===== config.mk =====
export PLATFORM = sky130hd
export DESIGN_NAME = fx_porta_ctrl
export DESIGN_NICKNAME = d
export VERILOG_FILES = /design/src/rtl/fx_pkg.sv /design/src/rtl/fx_tick_gen.sv /design/src/rtl/fx_porta_ctrl.sv
export SDC_FILE = /design/constraint.sdc
export NUM_CORES = 1
export LEC_CHECK = 0
export BUFFER_PORTS_ARGS = -buffer_cell sky130_fd_sc_hd__buf_2
export CORE_AREA = 2 2 66 68
export CTS_CLUSTER_DIAMETER = 60
export DETAILED_ROUTE_END_ITERATION = 10
export DIE_AREA = 0 0 68 70
export GPL_TIMING_DRIVEN = 0
export HOLD_SLACK_MARGIN = 0.08
export PLACE_DENSITY = 0.8
export SLEW_MARGIN = 20
export SYNTH_ARGS = -nofsm -noshare
export SYNTH_HDL_FRONTEND = slang
export SYNTH_SLANG_ARGS = --single-unit

===== constraint.sdc =====
create_clock -name clk50mhz -period 8.1 [get_ports clk50mhz]
set_input_delay 1.62 -clock clk50mhz [delete_from_list [all_inputs] [get_ports clk50mhz]]
set_output_delay 1.62 -clock clk50mhz [all_outputs]
set_load 0.01 [all_outputs]

===== src/rtl/fx_pkg.sv =====
// fx_pkg: shared constants and FSM state type for the effect path.
// Provides NOTE_W, NOTE_MAX and the portamento state enum.
package fx_pkg;

    localparam int NOTE_W   = 6;
    localparam int NOTE_MAX = (1 << NOTE_W) - 1;

    typedef enum logic [1:0] {
        ST_OFF,
        ST_IDLE,
        ST_LOAD,
        ST_GLIDE
    } state_t;

endpackage


===== src/rtl/fx_tick_gen.sv =====
// fx_tick_gen: free-running glide-rate prescaler, one-cycle tick out.
// Ports: clk50mhz, reset (sync, high), glide_rate (FX_PORTA_RATE_EN), tick.
module fx_tick_gen #(
    parameter int TICK_DIV = 10000
) (
    input  logic       clk50mhz,
    input  logic       reset,
`ifdef FX_PORTA_RATE_EN
    input  logic [2:0] glide_rate,
`endif
    output logic       tick
);

    localparam int CW = (TICK_DIV > 1) ? $clog2(TICK_DIV) : 1;
    localparam logic [CW-1:0] LAST = CW'(TICK_DIV - 1);

    logic [CW-1:0] cnt;
    logic          wrap;

    assign wrap = (cnt == LAST);

    always_ff @(posedge clk50mhz) begin
        if (reset) begin
            cnt <= '0;
        end else if (wrap) begin
            cnt <= '0;
        end else begin
            cnt <= cnt + CW'(1);
        end
    end

`ifdef FX_PORTA_RATE_EN
    // Stretch the tick by counting whole prescaler periods; the rate is
    // only picked up at a wrap so a mid-period change never shortens one.
    logic [2:0] rate_q;
    logic [2:0] rate_cnt;
    logic       rate_hit;

    assign rate_hit = (rate_cnt >= rate_q);
    assign tick     = wrap & rate_hit;

    always_ff @(posedge clk50mhz) begin
        if (reset) begin
            rate_q   <= '0;
            rate_cnt <= '0;
        end else if (wrap) begin
            rate_q <= glide_rate;
            if (rate_hit) begin
                rate_cnt <= '0;
            end else begin
                rate_cnt <= rate_cnt + 3'd1;
            end
        end
    end
`else
    assign tick = wrap;
`endif

endmodule


===== src/rtl/fx_porta_ctrl.sv =====
// fx_porta_ctrl: portamento sequencer, glides note_out toward note_in.
// Ports: clk50mhz, reset, en, note_in/note_valid/note_ready (handshake),
//        note_out, busy, glide_done; glide_rate when FX_PORTA_RATE_EN.
module fx_porta_ctrl #(
    parameter int NOTE_W   = fx_pkg::NOTE_W,
    parameter int TICK_DIV = 10000,
    parameter int STEPS    = 4
) (
    input  logic              clk50mhz,
    input  logic              reset,
    input  logic              en,
    input  logic [NOTE_W-1:0] note_in,
    input  logic              note_valid,
`ifdef FX_PORTA_RATE_EN
    input  logic [2:0]        glide_rate,
`endif
    output logic              note_ready,
    output logic [NOTE_W-1:0] note_out,
    output logic              busy,
    output logic              glide_done
);

    import fx_pkg::*;

    state_t            state;
    state_t            state_nx;
    logic              tick;
    logic              accept;
    logic              first;
    logic              dir_up;
    logic              up;
    logic [NOTE_W-1:0] target;
    logic [NOTE_W-1:0] step;
    logic [NOTE_W-1:0] diff;
    logic [NOTE_W-1:0] quo;
    logic [NOTE_W-1:0] step_calc;
    logic              arrive;

    fx_tick_gen #(
        .TICK_DIV (TICK_DIV)
    ) u_tick (
        .clk50mhz   (clk50mhz),
        .reset      (reset),
`ifdef FX_PORTA_RATE_EN
        .glide_rate (glide_rate),
`endif
        .tick       (tick)
    );

    assign accept = note_valid & note_ready;

    // Distance to target, shared by LOAD (step sizing) and GLIDE.
    assign up        = (target > note_out);
    assign diff      = up ? (target - note_out) : (note_out - target);
    assign quo       = NOTE_W'(int'(diff) / STEPS);
    assign step_calc = ((quo == '0) && (diff != '0)) ? NOTE_W'(1) : quo;
    assign arrive    = (diff <= step);

    always_ff @(posedge clk50mhz) begin
        if (reset) begin
            state <= ST_OFF;
        end else begin
            state <= state_nx;
        end
    end

    always_comb begin
        state_nx = state;
        if (!en) begin
            state_nx = ST_OFF;
        end else begin
            unique case (state)
                ST_OFF: begin
                    state_nx = ST_IDLE;
                end
                ST_IDLE: begin
                    if (accept && !first) begin
                        state_nx = ST_LOAD;
                    end
                end
                ST_LOAD: begin
                    state_nx = (diff == '0) ? ST_IDLE : ST_GLIDE;
                end
                ST_GLIDE: begin
                    if (accept) begin
                        state_nx = ST_LOAD;
                    end else if (tick && arrive) begin
                        state_nx = ST_IDLE;
                    end
                end
                default: begin
                    state_nx = ST_OFF;
                end
            endcase
        end
    end

    always_comb begin
        note_ready = en & ((state == ST_IDLE) | (state == ST_GLIDE));
        busy       = (state == ST_LOAD) | (state == ST_GLIDE);
    end

    // Datapath: note_out, target, step size and the done pulse.
    always_ff @(posedge clk50mhz) begin
        if (reset) begin
            note_out   <= '0;
            target     <= '0;
            step       <= '0;
            dir_up     <= 1'b0;
            first      <= 1'b1;
            glide_done <= 1'b0;
        end else begin
            glide_done <= 1'b0;
            if (!en) begin
                note_out <= '0;
                target   <= '0;
                first    <= 1'b1;
            end else begin
                unique case (state)
                    ST_OFF: begin
                        first <= 1'b1;
                    end
                    ST_IDLE: begin
                        if (accept) begin
                            if (first) begin
                                note_out <= note_in;
                                first    <= 1'b0;
                            end else begin
                                target <= note_in;
                            end
                        end
                    end
                    ST_LOAD: begin
                        step   <= step_calc;
                        dir_up <= up;
                        if (diff == '0) begin
                            glide_done <= 1'b1;
                        end
                    end
                    ST_GLIDE: begin
                        // A retarget beats a coincident tick.
                        if (accept) begin
                            target <= note_in;
                        end else if (tick) begin
                            if (arrive) begin
                                note_out   <= target;
                                glide_done <= 1'b1;
                            end else if (dir_up) begin
                                note_out <= note_out + step;
                            end else begin
                                note_out <= note_out - step;
                            end
                        end
                    end
                    default: begin
                        note_out <= '0;
                    end
                endcase
            end
        end
    end

endmodule

==> results.md, run 1 <==
Route:
- Detailed routing inserted a total of 1,984 vias.
- The via density per instance is 5.51.
- The remaining antenna violation count is 0.
- The final routed DRC violation total is 0.
- The first-iteration detailed-routing DRC count is 120.
- In the final routed layout, each cell accounts on average for roughly 14 um.
- The first-pass detailed-route iteration total is 4.
- The total wire length is a little over 5 mm.

Timing:
- In the finished design, the share of the clock period the worst path needs comes to 0.487.
- Measured against its own limit, the worst slew margin works out to 0.449.
- The final critical-path required period is slightly below 4000 ps.
- The count of final max-slew check failures is 0.
- Setup repair after global routing left no endpoint under its margin.
- The count of endpoints failing hold in the final timing report was 0.
- The clock skew after layout is 6.50 ps.
- The setup TNS after final layout is 0 ps.
- Across all hold checks on the routed design, the worst slack comes to between 400 and 500 ps.
- Setup violations remaining at the end of the flow were counted as 0.
- Timing would allow up to ~250 MHz.
- The measured slew at the worst slew-check pin is roughly 830 ps.

Final layout:
- The share of layout cells above drive strength 1 is 0.117.
- The number of antenna diodes in the final layout is 0.
- The end-of-flow core utilization is 0.639.
- Counting the fill cells in the layout gives 373.
- The finished cells cover 2650 um2.
- The post-layout net count is approximately 340.
- Relative to the synthesized area, the layout overhead comes to 9.74%.

Clock network:
- The total clock sinks is 35.
- Clock latency on the worst-skew pair, taken at its later pin, is just under 300 ps.
- In this run, post-CTS repair resized a total of 0 instances.
- The number of buffers added for setup after CTS is 0.
- The number of H-tree branching levels is 2.
- Hold repair after CTS inserted 0 buffers.
- Clock-pin slew was measured on the worst setup and hold paths at 70 ps.
- The TritonCTS clock tree is built.
- The tree is rooted in a clkbuf_8.
- The CTS buffer count is 5.
- The number of buffers between clock root and the deepest sink is 2.

Floorplanning:
- The region available for standard cell placement spans 4140 um2.
- The initial utilization of the core area, before any placement, comes to 0.583.
- 19 I/O pins were placed.
- The number of standard-cell rows in the floorplan is 24.
- The die height is 70 um.
- The die covers 4760 um2.
- The chip width is 68 um.

Global route:
- The initial antenna violation count came to 0.
- Across every metal layer, demand over resource in global routing totals 0.238.
- The global-route congestion overflow total is 0.
- Entering global routing, the biggest net connects 12 pins.
- The number of global-route vias before repair is 1,885.
- The global-route wire length before repair is around 8.6 mm.

Logic synthesis:
- The top-area cell type share of the netlist area is 0.290.
- Counting every net in the synthesized netlist gives 318.
- The number of storage elements in the synthesis netlist is 35.
- The most used flip-flop cell after synthesis is dfxtp_1.
- The average cell area after synthesis is approximately 8.5 um2.
- The number of distinct library cell variants in the gate-level netlist after synthesis is 43.
- In this run the cell area of the synthesized design comes to approximately 2400 um2.
- By count the netlist is led by nor2_1, dfxtp_1, inv_1.
- The count of mapped cells out of synthesis is 283.
- By area the synthesized netlist is led by dfxtp_1, ha_1, nor2_1, xnor2_1, mux2i_1.
- The largest total area in the synthesized netlist belongs to dfxtp_1.
- The count of flip-flops with a built-in enable after synthesis is 0.
- The number of warnings printed during yosys synthesis is 0.
- The async set-or-reset flop fraction in the synthesized netlist is 0.
- The share of synthesized area occupied by flip-flops and latches is 0.290.
- The most frequent cell after synthesis is nor2_1.

Critical path:
- The kind of start point of the critical path is a flop.
- The arrival time reported for the critical path endpoint is 4130 ps.
- The data required time of the critical path is roughly 8300 ps.
- STA classifies the critical path endpoint as a flop.
- The critical setup path kind is flop to flop.
- The highest fanout seen on the critical path is 9.

Pwr:
- The power density normalized to cell area is 128 nW/um2.
- The maximum ir drop on the vdd rail is 0.125 mV.
- The static leakage power is 1.16 nW.
- Overall power consumption after layout is estimated at 0.340 mW.

Status:
- The run finished with clean final reports.

Place:
- The global placer's final weighted congestion is about 0.84.
- Buffers placed on the I/O ports in this run total 17.
- Summed over all nets, the half-perimeter wirelength after detailed placement is 3.92 mm.
- The placed cell area is 2560 um2.

Min path:
- The min-delay analysis places its worst path in the category flop to flop.

Run:
- Across the run, the number of max-cap violations was 0.
power by group:
| group | total [mW] | internal [mW] | switching (mW) |
|---|---|---|---|
| sequential | 0.177 | 0.174 | 0.00230 |
| combinational | 0.0393 | 0.0170 | 0.0223 |
| clock | 0.124 | 0.0600 | 0.0643 |
| total | 0.340 | 0.251 | 0.0888 |
worst max-delay path: stages, from the launching register on:
cell,delay (ps)
dfxtp_1,530
inv_1,140
fa_1,500
nand3_4,100
a21oi_4,60
o22ai_4,240
mux2_2,390
ha_1,290
nor2b_1,130
o21ai_0,140
nand2b_1,70
a21oi_1,170
a41o_1,120
and3_1,160
buf_6,160
mux2_4,310
a221o_1,300
kinds of logic (layout without fill, tap and decap cells):
group / count (synthesis) / count (layout) / share of synthesized area
xor gates and xnor gates: 23 / 23 / 0.0834
AOI/OAI and AO/OA: 49 / 49 / 0.153
muxes: 16 / 16 / 0.0715
buffers and inverters: 37 / 62 / 0.0658
adders and majority gates: 25 / 25 / 0.139
DFF: 35 / 35 / 0.290
and+or+nand+nor: 98 / 98 / 0.197
area by class of cell:
class / count / area (um2) / share of cell area
buffer: 10 / 57.6 / 0.0217
sequential: 35 / 701 / 0.264
timing repair buffer: 17 / 85.1 / 0.0321
multi-input combinational: 211 / 1560 / 0.587
tap: 52 / 65.1 / 0.0246
inverter: 27 / 101 / 0.0382
clock inverter: 2 / 12.5 / 0.00472
clock buffer: 6 / 72.6 / 0.0274
cells in the final DEF, fill, tap and decap left out, drive strengths merged:
master / instances
a21oi: 18
or2: 1
nor3b: 1
xor2: 8
nor2b: 2
o22ai: 1
o21ai: 4
mux2i: 12
nor4b: 1
nand4b: 1
a221oi: 4
nand3: 13
xnor2: 15
and2: 3
nor2: 41
a21o: 4
clkinvlp: 1
clkbuf: 11
o211ai: 2
and3: 10
dfxtp: 35
ha: 22
a221o: 3
inv: 27
nand2: 12
mux2: 4
a211oi: 5
nand2b: 4
a41o: 2
o21bai: 1
fa: 3
nor3: 6
o311ai: 1
a31oi: 1
a311oi: 2
buf: 22
clkinv: 1
a32o: 1
nand4: 3
stage by stage:
stage / std cells / setup slack [ps]
after floorplan: 283 / 4470
after global placement: 352 / 4300
after detailed placement: 352 / 4200
after CTS: 360 / 4180
after global routing: 360 / 3970
final: 360 / 4160
metal layers:
| layer | track usage | vias to the layer above | wire length, um |
|---|---|---|---|
| met3 | 0.0435 | 9 | 187 |
| met2 | 0.401 | 39 | 2550 |
| met5 | 0 | - | 0 |
| met4 | 0.0867 | 0 | 108 |
| met1 | 0.297 | 911 | 2290 |
| li1 | - | 1025 | - |
state kept, by name, indices dropped and copies added (netlist names):
| signal | cells |
|---|---|
| u_tick.cnt | 14 |
| state | 2 |
| note_out | 6 |
| first | 1 |
| dir_up | 1 |
| glide_done | 1 |
| target | 6 |
| step | 4 |
worst paths after layout:
path,start,endpoint,slack (ps),cells past startpoint
worst max-delay path,note_out[1]$_SDFFE_PP0P_,note_out[1]$_SDFFE_PP0P_,4160,16
worst min-delay path,u_tick.cnt[0]$_SDFF_PP0_,u_tick.cnt[0]$_SDFF_PP0_,460,1
worst max register to register,note_out[1]$_SDFFE_PP0P_,note_out[1]$_SDFFE_PP0P_,4160,16
worst min register to register,u_tick.cnt[0]$_SDFF_PP0_,u_tick.cnt[0]$_SDFF_PP0_,460,1
(Power assumes the default switching activity.)
==> inputs of run 2 (changes only) <==
--- a/config.mk
+++ b/config.mk
@@ -6,13 +6,13 @@
 export NUM_CORES = 1
 export LEC_CHECK = 0
 export BUFFER_PORTS_ARGS = -buffer_cell sky130_fd_sc_hd__buf_2
-export CORE_AREA = 2 2 66 68
+export CORE_AREA = 2 2 70 72
 export CTS_CLUSTER_DIAMETER = 60
 export DETAILED_ROUTE_END_ITERATION = 10
-export DIE_AREA = 0 0 68 70
+export DIE_AREA = 0 0 72 74
 export GPL_TIMING_DRIVEN = 0
 export HOLD_SLACK_MARGIN = 0.08
-export PLACE_DENSITY = 0.8
+export PLACE_DENSITY = 0.75
 export SLEW_MARGIN = 20
 export SYNTH_ARGS = -nofsm -noshare
 export SYNTH_HDL_FRONTEND = slang
==> constraint.sdc (replaced) <==
create_clock -name clk50mhz -period 3.3 [get_ports clk50mhz]
set_input_delay 0.66 -clock clk50mhz [delete_from_list [all_inputs] [get_ports clk50mhz]]
set_output_delay 0.66 -clock clk50mhz [all_outputs]
set_load 0.01 [all_outputs]
==> run 2 against run 1 <==
Effect of this change: the flow now finishes with violations (negative setup slack); register-to-register slack worse by 4300 ps; total power rose to 2.6 times the previous value; clock skew about the same; die area up 12%; critical path type unchanged; combinational power rose to 3.1 times the previous value; critical path depth up 1; maximum frequency up 15%; via count up 6.3%; routed wire length up 11%; flip-flop and latch count unchanged; hold slack better by 19 ps; global-route usage down 0.70 points.
==> results.md, run 2 (synthesis results as in run 1) <==
Floorplanning:
- The chip width came to 72 um (+5.9%).
- The area of the core is 4600 um2 (+11%).
- The area of the die was 5330 um2 (+12%).
- The die height came to 74 um (+5.7%).
- The number of primary I/O pins is 19 (unchanged).
- The number of standard-cell rows in the floorplan is 25 (+4.2%).
- The initial core utilization is 0.525 (-0.0576).

Place:
- The placed instance count is 354 (+0.57%).
- The number of port buffers is 17 (unchanged).
- The placed cell area is 2640 um2 (+3.0%).
- The placed wire-length estimate is 4.10 mm (+4.5%).
- The global placer's final weighted congestion is 0.859 (+2.2%).

Critical path:
- The arrival time reported for the critical path endpoint is 3600 ps (-530 ps).
- The largest individual stage delay along the critical path comes from the cell fa_2.
- The start of the worst register-to-register path is target[0]$_SDFFE_PP0P_.
- The data required time of the critical path is 3470 ps (-4810 ps).
- The endpoint type of the worst setup path is a flop.
- The largest stage delay on the critical path was 410 ps (-120 ps).
- The worst setup path is launched from a flop.
- The internal reg-to-reg setup slack was -130 ps (-4290 ps).
- The depth of the most critical reg-to-reg path is 17 (+1).
- The signal on the critical path passes through inv_4 > ha_4 > inv_2 > fa_2 > nand3_4 > a21oi_4 > o22ai_4 > mux2i_2 > xnor2_2 > ha_1 > o21ai_1 > nand2b_1 > a21oi_2 > a41o_1 > and3_4 > mux2_4 > a221o_1.
- The worst reg2reg path endpoint is note_out[0]$_SDFFE_PP0P_.
- The setup path with the least slack is of type flop to flop.
- The highest fanout seen on the critical path was 4 (-5).

Pwr:
- The net load switching power was 0.223 mW (+150%).
- The total design power was 0.895 mW (+160%).
- The net switching share of the total power is 0.249 (-0.0121).
- The part of the power in combinational logic is 0.135 (+0.020).
- The static leakage power was 1.29 nW (+11%).
- The portion of total power attributed to sequential cells is 0.479 (-0.040).
- The internal power contribution came to 0.673 mW (+170%).
- The power density normalized to cell area is 302 nW/um2 (+140%).
- The relative contribution of the clock network to total power came to 0.385 (+0.020).
- The maximum ir drop on the vdd rail is 0.237 mV (+90%).

Clock network:
- The number of buffers between clock root and the deepest sink is 2 (unchanged).
- The number of H-tree branching levels is 2 (unchanged).
- The TritonCTS clock tree is built.
- The latest clock arrival within the worst-skew pair is 280 ps (about the same).
- The number of buffers added to fix hold violations after cts is 0 (unchanged).
- The total clock sinks was 35 (unchanged).
- The clock-pin slew on the worst setup and hold paths is 70 ps (about the same).
- The CTS buffer count is 5 (unchanged).
- The buffer type at the clock tree root is clkbuf_8.

Run:
- The max-capacitance violation count is 0 (unchanged).

Route:
- The wire length per cell is 14.9 um (+4.6%).
- The first-iteration detailed-routing DRC count came to 88 (-27%).
- The total wire length came to 5.68 mm (+11%).
- The overall via count from detail_route is 2,109 (+6.3%).
- The remaining antenna violation count is 0 (unchanged).
- The via density per instance was 5.54 (+0.44%).
- The final routed DRC violation total is 0 (unchanged).
- The first-pass detailed-route iteration total was 4 (unchanged).

Final layout:
- In the final layout, the registers with the most flip-flops are u_tick.cnt (14), note_out (6), target (6).
- The area of all placed cells without fillers is 2970 um2 (+12%).
- The flip-flop count of the largest register, all copies and words added was 14 (unchanged).
- The post-layout net count is 361 (+5.6%).
- The number of fill cells in the layout is 380 (+1.9%).
- Leaving out fill and tap cells, the most frequent cell in the layout is nor2_1.
- The count of antenna diodes in the layout came to 0 (unchanged).
- The top cell types in the final layout, fill and taps aside, are nor2_1, dfxtp_1, inv_1.
- The largest register by flop count is u_tick.cnt.
- The share of layout cells above drive strength 1 was 0.251 (+0.134).
- The layout overhead on the synthesized area is 22.8%.
- The final non-filler cell total was 381 (+5.8%).

Global route:
- The pin count of the biggest net entering global routing is 12 (unchanged).
- The global-route congestion overflow total is 0 (unchanged).
- The number of global-route vias before repair is 2,083 (+11%).
- The global-route wire length before repair is 9.74 mm (+13%).
- The initial antenna violation count is 0 (unchanged).
- The aggregate global-route resource usage is 0.231 (-0.00701).

Timing:
- The count of final max-slew check failures is 0 (unchanged).
- The fmax is 291 MHz (+15%).
- Setup repair after global routing could not meet its margin everywhere.
- The count of endpoints failing hold in the final timing report came to 0 (unchanged).
- The minimum hold slack is 483 ps (+19.4 ps).
- The final setup violation count was 7 (+7).
- The measured slew at the worst slew-check pin is 921 ps (+93.8 ps).
- The setup TNS after final layout was -437 ps (-437 ps).
- The final critical-path required period came to 3430 ps (-508 ps).
- The final setup slack of the worst path is -134 ps (-4290 ps).
- The post-route fraction of the period consumed by the critical path came to 1.04 (+0.554).
- The worst-case headroom to the max-slew limit is 0.386 (-0.0625).
- The clock skew after layout was 6.17 ps (-0.325 ps).

Min path:
- The count of cells along the worst hold path came to 1 (unchanged).
- In this run the worst hold path is classified as flop to flop.
- The path with the worst hold slack has its endpoint at u_tick.cnt[0]$_SDFF_PP0_.
- The start point of the worst min-delay path is u_tick.cnt[0]$_SDFF_PP0_.

Status:
- The checks that failed: negative setup slack.
- The flow ran to the end, but the final reports show violations.
[run 2: cell type report]
class                   count  area, um2  area share
plain buffers               9       52.6      0.0177
repair buffers             37        239      0.0806
flip-flops and latches     35        723       0.244
clock inverters             1       6.26     0.00211
multi-input cells         211       1680       0.566
inverters                  27        104      0.0350
clock buffers               7       96.3      0.0325
well taps                  54       67.6      0.0228
[run 2: metal layers]
| layer | track usage | vias to the layer above | wire (um) |
|---|---|---|---|
| li1 | - | 1065 | - |
| met1 | 0.298 | 992 | 2620 |
| met2 | 0.412 | 42 | 2810 |
| met3 | 0.0271 | 10 | 171 |
| met4 | 0.0671 | 0 | 85 |
| met5 | 0 | - | 0 |
[run 2: critical path, delay by kind of cell, from the launching register on]
family / cells / cell delay [ps]
muxes: 2 / 600
buffers and inverters: 2 / 90
xor gates and xnor gates: 1 / 160
adders and majority gates: 3 / 810
and+or+nand+nor: 3 / 390
DFF: 1 / 370
AOI/OAI and AO/OA: 6 / 900
[run 2: power groups by stage]
| stage | clock network, mW | logic [mW] | registers [mW] |
|---|---|---|---|
| final | 0.345 | 0.121 | 0.429 |
| after global routing | 0.365 | 0.133 | 0.430 |
| after CTS | 0.349 | 0.112 | 0.430 |
| after detailed placement | 0 | 0.0971 | 0.441 |
| after global placement | 0 | 0.0952 | 0.440 |
| after floorplan | 0 | 0.0728 | 0.440 |
[run 2: worst max path at each step]
stage                                      start                        to  depth (start not counted)
after detailed placement  target[0]$_SDFFE_PP0P_  note_out[0]$_SDFFE_PP0P_                         18
after global placement    target[0]$_SDFFE_PP0P_  note_out[0]$_SDFFE_PP0P_                         18
final                     target[0]$_SDFFE_PP0P_  note_out[0]$_SDFFE_PP0P_                         17
after global routing      target[0]$_SDFFE_PP0P_  note_out[1]$_SDFFE_PP0P_                         17
after CTS                 target[0]$_SDFFE_PP0P_  note_out[1]$_SDFFE_PP0P_                         18
after floorplan           target[0]$_SDFFE_PP0P_  note_out[0]$_SDFFE_PP0P_                         18
[run 2: timing repair]
item | in CTS | in global routing
pin swaps | 8 | 10
setup buffers | 14 | 6
resized for setup | 6 | 12
endpoints found under the hold margin | 0 | 0
setup endpoints to repair | 8 | 8
[run 2: through the flow]
stage	utilization	worst slack, ps
final	0.645	-134
after CTS	0.626	-119
after floorplan	-	-8.05
after global placement	0.574	-330
after global routing	0.645	-298
after detailed placement	0.574	-389
==> inputs of run 3 (changes only) <==
--- a/config.mk
+++ b/config.mk
@@ -6,13 +6,13 @@
 export NUM_CORES = 1
 export LEC_CHECK = 0
 export BUFFER_PORTS_ARGS = -buffer_cell sky130_fd_sc_hd__buf_2
-export CORE_AREA = 2 2 70 72
+export CORE_AREA = 2 2 83 85
 export CTS_CLUSTER_DIAMETER = 60
 export DETAILED_ROUTE_END_ITERATION = 10
-export DIE_AREA = 0 0 72 74
+export DIE_AREA = 0 0 85 87
 export GPL_TIMING_DRIVEN = 0
 export HOLD_SLACK_MARGIN = 0.08
-export PLACE_DENSITY = 0.75
+export PLACE_DENSITY = 0.56
 export SLEW_MARGIN = 20
 export SYNTH_ARGS = -nofsm -noshare
 export SYNTH_HDL_FRONTEND = slang
==> run 3 against run 2 <==
Effect of this change: first-iteration DRC count grew 20%; largest cell class unchanged; the flow still finishes with violations (negative setup slack); combinational power is 9.9% lower; sequential share of layout area down 0.12 points; critical path depth is the same; maximum frequency up 3.5%; hold slack lost 18 ps; routed wire length is 0.79% lower; largest power group unchanged.
==> results.md, run 3 (synthesis results as in run 1) <==
Floorplanning:
- The area of the core is 6570 um2 (+43%).
- The number of primary I/O pins was 19 (unchanged).
- The area of the die was 7400 um2 (+39%).
- The initial core utilization was 0.368 (-0.158).
- The number of standard-cell rows in the floorplan came to 30 (+20%).
- The die height is 87 um (+18%).
- The chip width is 85 um (+18%).

Route:
- The total wire length is 5.64 mm (-0.79%).
- The via density per instance was 5.04 (-9.0%).
- The first-iteration detailed-routing DRC count is 106 (+20%).
- The remaining antenna violation count was 0 (unchanged).
- The overall via count from detail_route is 2,050 (-2.8%).
- The first-pass detailed-route iteration total is 4 (unchanged).
- The wire length per cell came to 13.8 um (-7.1%).
- The final routed DRC violation total came to 0 (unchanged).

Clock network:
- The clock-pin slew on the worst setup and hold paths is 80 ps (about the same).
- The TritonCTS clock tree is built.
- The total clock sinks was 35 (unchanged).
- The number of buffers between clock root and the deepest sink was 2 (unchanged).
- The latest clock arrival within the worst-skew pair is 290 ps (about the same).
- The number of H-tree branching levels is 2 (unchanged).
- The CTS buffer count is 5 (unchanged).
- Clock tree synthesis selected as its root buffer the cell clkbuf_8.
- The number of buffers added to fix hold violations after cts is 0 (unchanged).

Pwr:
- The static leakage power is 1.30 nW (+0.77%).
- The power density normalized to cell area is 311 nW/um2 (+2.9%).
- The maximum ir drop on the vdd rail was 0.253 mV (+6.5%).

Final layout:
- The end-of-flow core utilization is 0.455 (-0.191).
- The share of layout cells above drive strength 1 is 0.239 (-0.0122).
- The flip-flop count of the largest register, all copies and words added is 14 (unchanged).
- The number of fill cells in the layout is 638 (+68%).
- The count of antenna diodes in the layout came to 0 (unchanged).
- The largest registers in the layout are u_tick.cnt (14), note_out (6), target (6).
- The post-layout net count is 361 (unchanged).
- The commonest non-fill, non-tap cell in the layout is nor2_1.
- The top cell types in the final layout, fill and taps aside, are nor2_1, dfxtp_1, inv_1.
- The largest register by flop count is u_tick.cnt.
- The layout overhead on the synthesized area is 23.7%.

Timing:
- The count of final max-slew check failures is 0 (unchanged).
- The count of endpoints failing hold in the final timing report is 0 (unchanged).
- The measured slew at the worst slew-check pin is 857 ps (-63.6 ps).
- The clock skew after layout is 9.26 ps (+3.08 ps).
- The minimum hold slack is 466 ps (-17.7 ps).
- The fmax is 301 MHz (+3.5%).
- The final setup slack of the worst path was -18.9 ps (+116 ps).
- The post-route fraction of the period consumed by the critical path is 1.01 (-0.0350).
- The final setup violation count is 1 (-6).
- The worst-case headroom to the max-slew limit came to 0.429 (+0.0424).
- The setup TNS after final layout was -18.9 ps (+418 ps).
- Setup repair after global routing could not meet its margin everywhere.
- The final critical-path required period is 3320 ps (-116 ps).

Global route:
- The initial antenna violation count is 0 (unchanged).
- The global-route wire length before repair is 9.61 mm (-1.3%).
- The pin count of the biggest net entering global routing came to 13 (+1).
- The number of global-route vias before repair is 2,011 (-3.5%).
- The aggregate global-route resource usage was 0.162 (-0.0688).
- The global-route congestion overflow total is 0 (unchanged).

Critical path:
- The critical setup path kind is flop to flop.
- The arrival time reported for the critical path endpoint is 3500 ps (-100 ps).
- The depth of the most critical reg-to-reg path was 17 (unchanged).
- The timing endpoint of the critical path is note_out[0]$_SDFFE_PP0P_.
- The start of the worst register-to-register path is target[0]$_SDFFE_PP0P_.
- The data required time of the critical path is 3480 ps (about the same).
- The most critical setup path has its startpoint at target[0]$_SDFFE_PP0P_.
- The internal reg-to-reg setup slack is -20 ps (+120 ps).
- The kind of start point of the critical path is a flop.
- The worst reg2reg path endpoint is note_out[0]$_SDFFE_PP0P_.
- The endpoint type of the worst setup path is a flop.
- The highest fanout seen on the critical path is 3 (-1).

Status:
- The final reports fail on negative setup slack.
- The flow ran to the end, but the final reports show violations.

Place:
- The global placer's final weighted congestion is 0.836 (-2.7%).
- The number of port buffers is 17 (unchanged).
- The placed wire-length estimate was 4.15 mm (+1.2%).

Run:
- The max-capacitance violation count is 0 (unchanged).

Min path:
- The path class of the lowest-slack min-delay path is flop to flop.
-- run 3: stage by stage --
stage          cell area (um2)  total power, mW  worst slack (ps)  std cells
2_1_floorplan             2490            0.512             -8.05        283
3_3_place_gp              2670            0.537              -405        380
3_5_place_dp              2670            0.538              -447        380
4_1_cts                   2950            0.941             -97.5        405
5_1_grt                   2990            0.970              -197        407
6_report                  2990            0.928             -18.9        407
-- run 3: final cells by class --
class	instances	area, um2	share of cell area
Buffer	9	56.3	0.0189
Clock buffer	5	68.8	0.0230
Clock inverter	3	43.8	0.0147
Inverter	27	101	0.0339
Multi-Input combinational cell	211	1650	0.553
Sequential cell	35	724	0.243
Tap cell	80	100	0.0335
Timing Repair Buffer	37	239	0.0800
-- run 3: timing repair --
item                                    CTS  global route
gates resized for setup                   7             6
buffers inserted                         17             3
endpoints found under the setup margin    8             8
pin swaps                                 7             4
hold endpoints to repair                  0             0
-- run 3: worst min-delay path by stage --
stage | depth (start not counted) | slack [ps] | endpoint | start
finish | 1 | 470 | u_tick.cnt[0]$_SDFF_PP0_ | u_tick.cnt[0]$_SDFF_PP0_
detailed placement | 1 | 460 | u_tick.cnt[0]$_SDFF_PP0_ | u_tick.cnt[0]$_SDFF_PP0_
global route | 1 | 510 | u_tick.cnt[0]$_SDFF_PP0_ | u_tick.cnt[0]$_SDFF_PP0_
global placement | 1 | 450 | u_tick.cnt[0]$_SDFF_PP0_ | u_tick.cnt[0]$_SDFF_PP0_
floorplan | 1 | 430 | u_tick.cnt[0]$_SDFF_PP0_ | u_tick.cnt[0]$_SDFF_PP0_
CTS | 1 | 470 | u_tick.cnt[0]$_SDFF_PP0_ | u_tick.cnt[0]$_SDFF_PP0_
-- run 3: where the power goes --
group | leakage (nW) | internal, mW | switching, mW
clock | 0.0581 | 0.225 | 0.165
combinational | 0.949 | 0.0515 | 0.0574
sequential | 0.288 | 0.423 | 0.00558
total | 1.30 | 0.700 | 0.228
-- run 3: layer usage --
layer  wire length (um)  track usage  part of all wire  vias to the layer above
li1                   -            -                 -                     1066
met1               2960        0.231              0.52                      946
met2               2470        0.257              0.44                       31
met3                149       0.0246             0.026                        7
met4                 57       0.0433             0.010                        0
met5                  0            0                 0                        -
-- run 3: critical path: stages, from the launching register on --
cell,delay [ps]
dfxtp_4,360
inv_2,70
ha_4,120
inv_2,40
fa_2,360
nand3_4,90
a21oi_4,60
o22ai_4,200
mux2i_2,310
xnor2_2,150
ha_1,270
o21ai_1,80
nand2b_1,70
a21oi_1,120
a41o_1,120
and3_4,200
mux2_4,300
a221o_1,310
